### src/rtl/sfx_sequencer.sv
// sfx_sequencer: priority-arbitrated sound-effect melody sequencer driving pwm_gen note index
module sfx_sequencer #(
    parameter int TICK_CYCLES = 6_250_000
) (
    input  logic       clk_i,
    input  logic       reset_i,
    input  logic [2:0] req_i,
    output logic [4:0] note_o,
    output logic       busy_o,
    output logic [1:0] active_id_o,
    output logic       done_o,
    output logic       aborted_o
);
    localparam int PW = (TICK_CYCLES > 1) ? $clog2(TICK_CYCLES) : 1;
    localparam logic [PW-1:0] PRE_MAX = PW'(TICK_CYCLES - 1);
    localparam logic [8:0] SIL = {1'b1, 5'd31, 3'd0};
    // Melody table, one row per requester: {last, note, len}; unused slots read as a silent last step
    localparam logic [8:0] ROM [4][8] = '{
        '{{1'b0, 5'd8, 3'd1}, {1'b0, 5'd13, 3'd1}, {1'b1, 5'd20, 3'd3}, SIL, SIL, SIL, SIL, SIL},
        '{{1'b0, 5'd25, 3'd0}, {1'b0, 5'd22, 3'd0}, {1'b0, 5'd17, 3'd0}, {1'b0, 5'd13, 3'd0},
          {1'b1, 5'd8, 3'd3}, SIL, SIL, SIL},
        '{{1'b0, 5'd3, 3'd0}, {1'b0, 5'd31, 3'd0}, {1'b1, 5'd3, 3'd1}, SIL, SIL, SIL, SIL, SIL},
        '{SIL, SIL, SIL, SIL, SIL, SIL, SIL, SIL}
    };
    typedef enum logic {IDLE, PLAY} state_t;
    state_t        state_q;
    logic [2:0]    req_q, pending_q, pending_d;
    logic [2:0]    step_q, unit_q;
    logic [PW-1:0] pre_q;
    logic [4:0]    note_q;
    logic          busy_q, done_q, aborted_q;
    logic [1:0]    id_q;
    logic [2:0]    rise, ign, above;
    logic [1:0]    hi;
    logic          preempt, grant, wrap, step_end;
    // Arbitration: new requests, highest pending winner, preemption and step-boundary detection
    always_comb begin
        rise      = req_i & ~req_q;
        ign       = busy_q ? (3'b001 << id_q) : 3'b000;
        hi        = pending_q[2] ? 2'd2 : pending_q[1] ? 2'd1 : 2'd0;
        above     = (id_q == 2'd0) ? 3'b110 : (id_q == 2'd1) ? 3'b100 : 3'b000;
        preempt   = (state_q == PLAY) && |(pending_q & above);
        grant     = ((state_q == IDLE) && |pending_q) || preempt;
        pending_d = (pending_q | (rise & ~ign)) & ~(grant ? (3'b001 << hi) : 3'b000);
        wrap      = pre_q == PRE_MAX;
        step_end  = wrap && (unit_q == ROM[id_q][step_q][2:0]);
    end
    // Sequencer FSM with registered outputs; a grant or preemption overrides step advance
    always_ff @(posedge clk_i) begin
        if (!reset_i) begin
            state_q   <= IDLE;
            req_q     <= 3'b000;
            pending_q <= 3'b000;
            step_q    <= 3'd0;
            unit_q    <= 3'd0;
            pre_q     <= '0;
            note_q    <= 5'd31;
            busy_q    <= 1'b0;
            id_q      <= 2'd0;
            done_q    <= 1'b0;
            aborted_q <= 1'b0;
        end else begin
            req_q     <= req_i;
            pending_q <= pending_d;
            done_q    <= 1'b0;
            aborted_q <= 1'b0;
            if (grant) begin
                state_q   <= PLAY;
                step_q    <= 3'd0;
                unit_q    <= 3'd0;
                pre_q     <= '0;
                note_q    <= ROM[hi][0][7:3];
                busy_q    <= 1'b1;
                id_q      <= hi;
                aborted_q <= preempt;
            end else if (state_q == PLAY) begin
                pre_q <= wrap ? '0 : pre_q + 1'b1;
                if (step_end && ROM[id_q][step_q][8]) begin
                    state_q <= IDLE;
                    note_q  <= 5'd31;
                    busy_q  <= 1'b0;
                    done_q  <= 1'b1;
                end else if (step_end) begin
                    step_q <= step_q + 3'd1;
                    unit_q <= 3'd0;
                    note_q <= ROM[id_q][step_q + 3'd1][7:3];
                end else if (wrap) begin
                    unit_q <= unit_q + 3'd1;
                end
            end
        end
    end
    assign note_o      = note_q;
    assign busy_o      = busy_q;
    assign active_id_o = id_q;
    assign done_o      = done_q;
    assign aborted_o   = aborted_q;
endmodule

### config.mk
export PLATFORM = sky130hd
export DESIGN_NAME = sfx_sequencer
export DESIGN_NICKNAME = d
export VERILOG_FILES = /design/src/rtl/sfx_sequencer.sv
export SDC_FILE = /design/constraint.sdc
export NUM_CORES = 1
export LEC_CHECK = 0
export ABC_AREA = 1
export CAP_MARGIN = 10
export CORE_MARGIN = 1.5
export CORE_UTILIZATION = 40
export CTS_CLUSTER_SIZE = 25
export DETAILED_ROUTE_END_ITERATION = 12
export PLACE_DENSITY = 0.53
export SLEW_MARGIN = 15
export SYNTH_ARGS = -nofsm -noshare
export SYNTH_HDL_FRONTEND = slang
export SYNTH_SLANG_ARGS = --single-unit
export TNS_END_PERCENT = 100
### constraint.sdc
create_clock -name clk_i -period 2.4 [get_ports clk_i]
set_input_delay 0.36 -clock clk_i [delete_from_list [all_inputs] [get_ports clk_i]]
set_output_delay 0.36 -clock clk_i [all_outputs]
set_load 0.1 [all_outputs]
==> run_results.csv <==
group,metric,value,unit
run_status,status,"complete, no violations",
cts,clock_path_buffers,2,
power_and_ir_drop,seqPwrFrac,39.6,%
grt,busiest_layer,"met2",
grt,grt_max_degree,14,
logic_synthesis,synthCells,384,
timing,worstMarginPinSlew,0.433,ns
final_layout,area_growth,11.7,%
final_layout,layout-drive-gt1-share,10.7,%
detailed_routing,vias_per_cell,4.97,
min_path,min_path_type,"flip-flop to flip-flop",
worst_setup_path,worst_ep_required_time,2.64,ns
floorplanning,initial_utilization,41.2,%
grt,grt_pass1_vias,2265,
floorplanning,coreArea,0.00635,mm^2
grt,grtUsageMet3,2.97,%
timing,fmax,468,MHz
final_layout,finalInstanceArea,0.00292,mm^2
detailed_routing,first_pass_iters,4,
placement,dp_hpwl,4650,um
cts,ctsResizeCount,0,
logic_synthesis,netlist_area,0.00262,mm^2
cts,cts_tree,"done",
floorplanning,die_y,83.9,um
detailed_routing,vias,2382,
placement,port_buffers,14,
worst_setup_path,start_kind,"flip-flop",
detailed_routing,drt-total-wl,6080,um
grt,antenna_found_initial,0,
logic_synthesis,syn_avg_cell_area,6.81,um^2
logic_synthesis,synth_warnings,0,
grt,use_met2,30.9,%
power_and_ir_drop,p_sw,913,uW
placement,gp_congestion,0.848,
floorplanning,dieArea,0.00703,mm^2
cts,holdBufCountCts,0,
final_layout,multiInputGateArea,0.00146,mm^2
min_path,hold_path_depth,2,
power_and_ir_drop,peakVddDrop,0.443,mV
detailed_routing,ant_nets,0,
timing,finalSetupTns,0,ns
cts,htreeDepth,2,
timing,rsz0062_at_grt,"false",
final_layout,diodes,0,
final_layout,seqCellArea,923,um^2
detailed_routing,drc,0,
worst_setup_path,worstReg2RegEnd,"pre_q[10]$_SDFFE_PP0P_",
power_and_ir_drop,power.density,762,mW/mm^2
worst_setup_path,worstSetupPathType,"flip-flop to flip-flop",
floorplanning,die_w,83.9,um
placement,place_area,0.00282,mm^2
cts,cts_setup_buffers,0,
run,drv_cap,0,
timing,fin_crit,2.14,ns
power_and_ir_drop,p_int,1310,uW
power_and_ir_drop,p_clk_share,26.0,%
worst_setup_path,cp_max_fo,9,
cts,cts_root_buf,"clkbuf_8",
power_and_ir_drop,p_leak,0.00119,uW
worst_setup_path,reg2reg_depth,11,
cts,cts_buffers,5,
worst_setup_path,end_kind,"flip-flop",
power_and_ir_drop,p_comb_share,34.4,%
floorplanning,boundaryPins,15,
grt,grt_pass1_wl,10300,um
timing,skew,0.0103,ns
final_layout,fillCellCount,668,
cts,cts_sinks,46,
logic_synthesis,syn_nets,397,
timing,period_share,89.0,%
grt,grt_use_total,18.1,%
power_and_ir_drop,swShare,41.0,%
worst_setup_path,timing.rr.start,"active_id_o[0]$_SDFFE_PN0P_",
logic_synthesis,synth_flop_cell,"dfxtp_1",
logic_synthesis,synth_cell_types,37,
floorplanning,rows,29,
final_layout,final_cell_mix,"nand2_1, nor2_1, inv_1",
timing,relSlewSlack,70.9,%
logic_synthesis,ys_ff_latch,46,
logic_synthesis,synthArstFlopShare,0,%
worst_setup_path,arrival,2.37,ns
logic_synthesis,synth_edf_count,0,
detailed_routing,wire_per_inst,12.7,um
detailed_routing,drt_iter0_drc,119,
min_path,holdCritStartpoint,"pending_q[0]$_SDFF_PN0_",
timing,setup_viol_count_final,0,
timing,maxSlewViolCount,0,
cts,path_clk_slew,0.09,ns
cts,clk-insertion-delay-late,0.30,ns
grt,use_met1,23.1,%
worst_setup_path,reg2reg_slack,0.26,ns
min_path,whs_endpoint,"pending_q[0]$_SDFF_PN0_",
timing,hold_viol_final,0,
final_layout,layout_commonest_cell,"nand2_1",
logic_synthesis,ys_seq_area_share,35.2,%
grt,grt-ovfl-total,0,
final_layout,nets,414,
[critical path: stages (launching register included)]
cell and delay [ns]:
dfxtp_2 0.39, inv_1 0.11, ha_1 0.26, inv_1 0.11, o22ai_1 0.09, nand2_1 0.10, nand2_2 0.13, nor2_4 0.20
inv_2 0.06, a21oi_2 0.27, inv_2 0.18, nor3b_2 0.17
[metrics by stage]
step	total power [uW]	utilization [%]	setup WS (ns)	hold WS, ns	std cells
2_1_floorplan	1480	-	0.169	0.427	384
3_3_place_gp	1670	44.3	0.344	0.446	471
3_5_place_dp	1670	44.3	0.245	0.454	471
4_1_cts	2250	46.0	0.234	0.466	479
5_1_grt	2340	46.0	0.0513	0.495	479
6_report	2230	46.0	0.265	0.465	479
[layout make-up]
| class | instances | area share [%] |
|---|---|---|
| multi-input combinational | 279 | 50.0 |
| sequential | 46 | 31.6 |
| inverter | 52 | 6.77 |
| timing repair buffer | 17 | 4.71 |
| tap | 77 | 3.30 |
| clock buffer | 7 | 2.61 |
| clock inverter | 1 | 1.03 |
[metal layers]
metal  vias up  share of wire, %
li1       1279                 -
met1      1065                49
met2        32                48
met3         6               2.0
met4         0               1.2
met5         -                 0
[state kept, by name (all words and copies together) (netlist names)]
register,count
req_q,3
pre_q,23
done_o,1
busy_o,1
aborted_o,1
state_q,1
active_id_o,2
note_o,5
step_q,3
pending_q,3
unit_q,3
[synth_stat cells (2+ instances only)]
master / instances / area [um^2]
nor3_1: 10 / 50.1
xor2_1: 7 / 61.3
nor2_1: 50 / 188
nand2_1: 95 / 357
nand3_2: 3 / 30.0
inv_1: 48 / 180
a21oi_1: 19 / 95.1
o22ai_1: 3 / 18.8
clkbuf_1: 4 / 15.0
o21ai_0: 11 / 55.1
inv_2: 3 / 11.3
nor3b_1: 2 / 15.0
nand3b_1: 2 / 15.0
buf_2: 2 / 10.0
nor2_4: 2 / 22.5
xnor2_1: 3 / 26.3
nand3_1: 26 / 130
ha_1: 8 / 100
nand4_1: 15 / 93.8
nor3_4: 2 / 32.5
dfxtp_1: 46 / 921
nor3b_2: 2 / 25.0
nor2_2: 4 / 25.0
a31oi_1: 4 / 25.0
[cells by family (layout without fill, tap and decap cells)]
family,after synthesis,after routing,share of synthesized area (%)
AOI/OAI and AO/OA,42,42,8.95
xor gates and xnor gates,10,10,3.35
adders and majority gates,8,8,3.83
buffers and inverters,59,77,8.95
DFF,46,46,35.2
and+or+nand+nor,219,219,39.7
[how the worst max path moves through the flow]
stage,to,cells after the start,slack [ns],start
CTS,pre_q[10]$_SDFFE_PP0P_,11,0.23,active_id_o[0]$_SDFFE_PN0P_
detailed placement,pre_q[10]$_SDFFE_PP0P_,11,0.25,active_id_o[0]$_SDFFE_PN0P_
global route,pre_q[10]$_SDFFE_PP0P_,11,0.05,active_id_o[0]$_SDFFE_PN0P_
finish,pre_q[10]$_SDFFE_PP0P_,11,0.26,active_id_o[0]$_SDFFE_PN0P_
global placement,pre_q[10]$_SDFFE_PP0P_,11,0.34,active_id_o[0]$_SDFFE_PN0P_
floorplan,note_o[0]$_SDFFE_PN1P_,14,0.17,active_id_o[0]$_SDFFE_PN0P_
[power groups by stage]
stage / logic [uW] / clock network, uW / registers [uW]
after floorplan: 306 / 0 / 1170
after global placement: 765 / 0 / 902
after detailed placement: 767 / 0 / 902
after CTS: 770 / 599 / 885
after global routing: 822 / 629 / 893
final: 766 / 578 / 883
No activity file was read; power rests on OpenSTA's default activity.
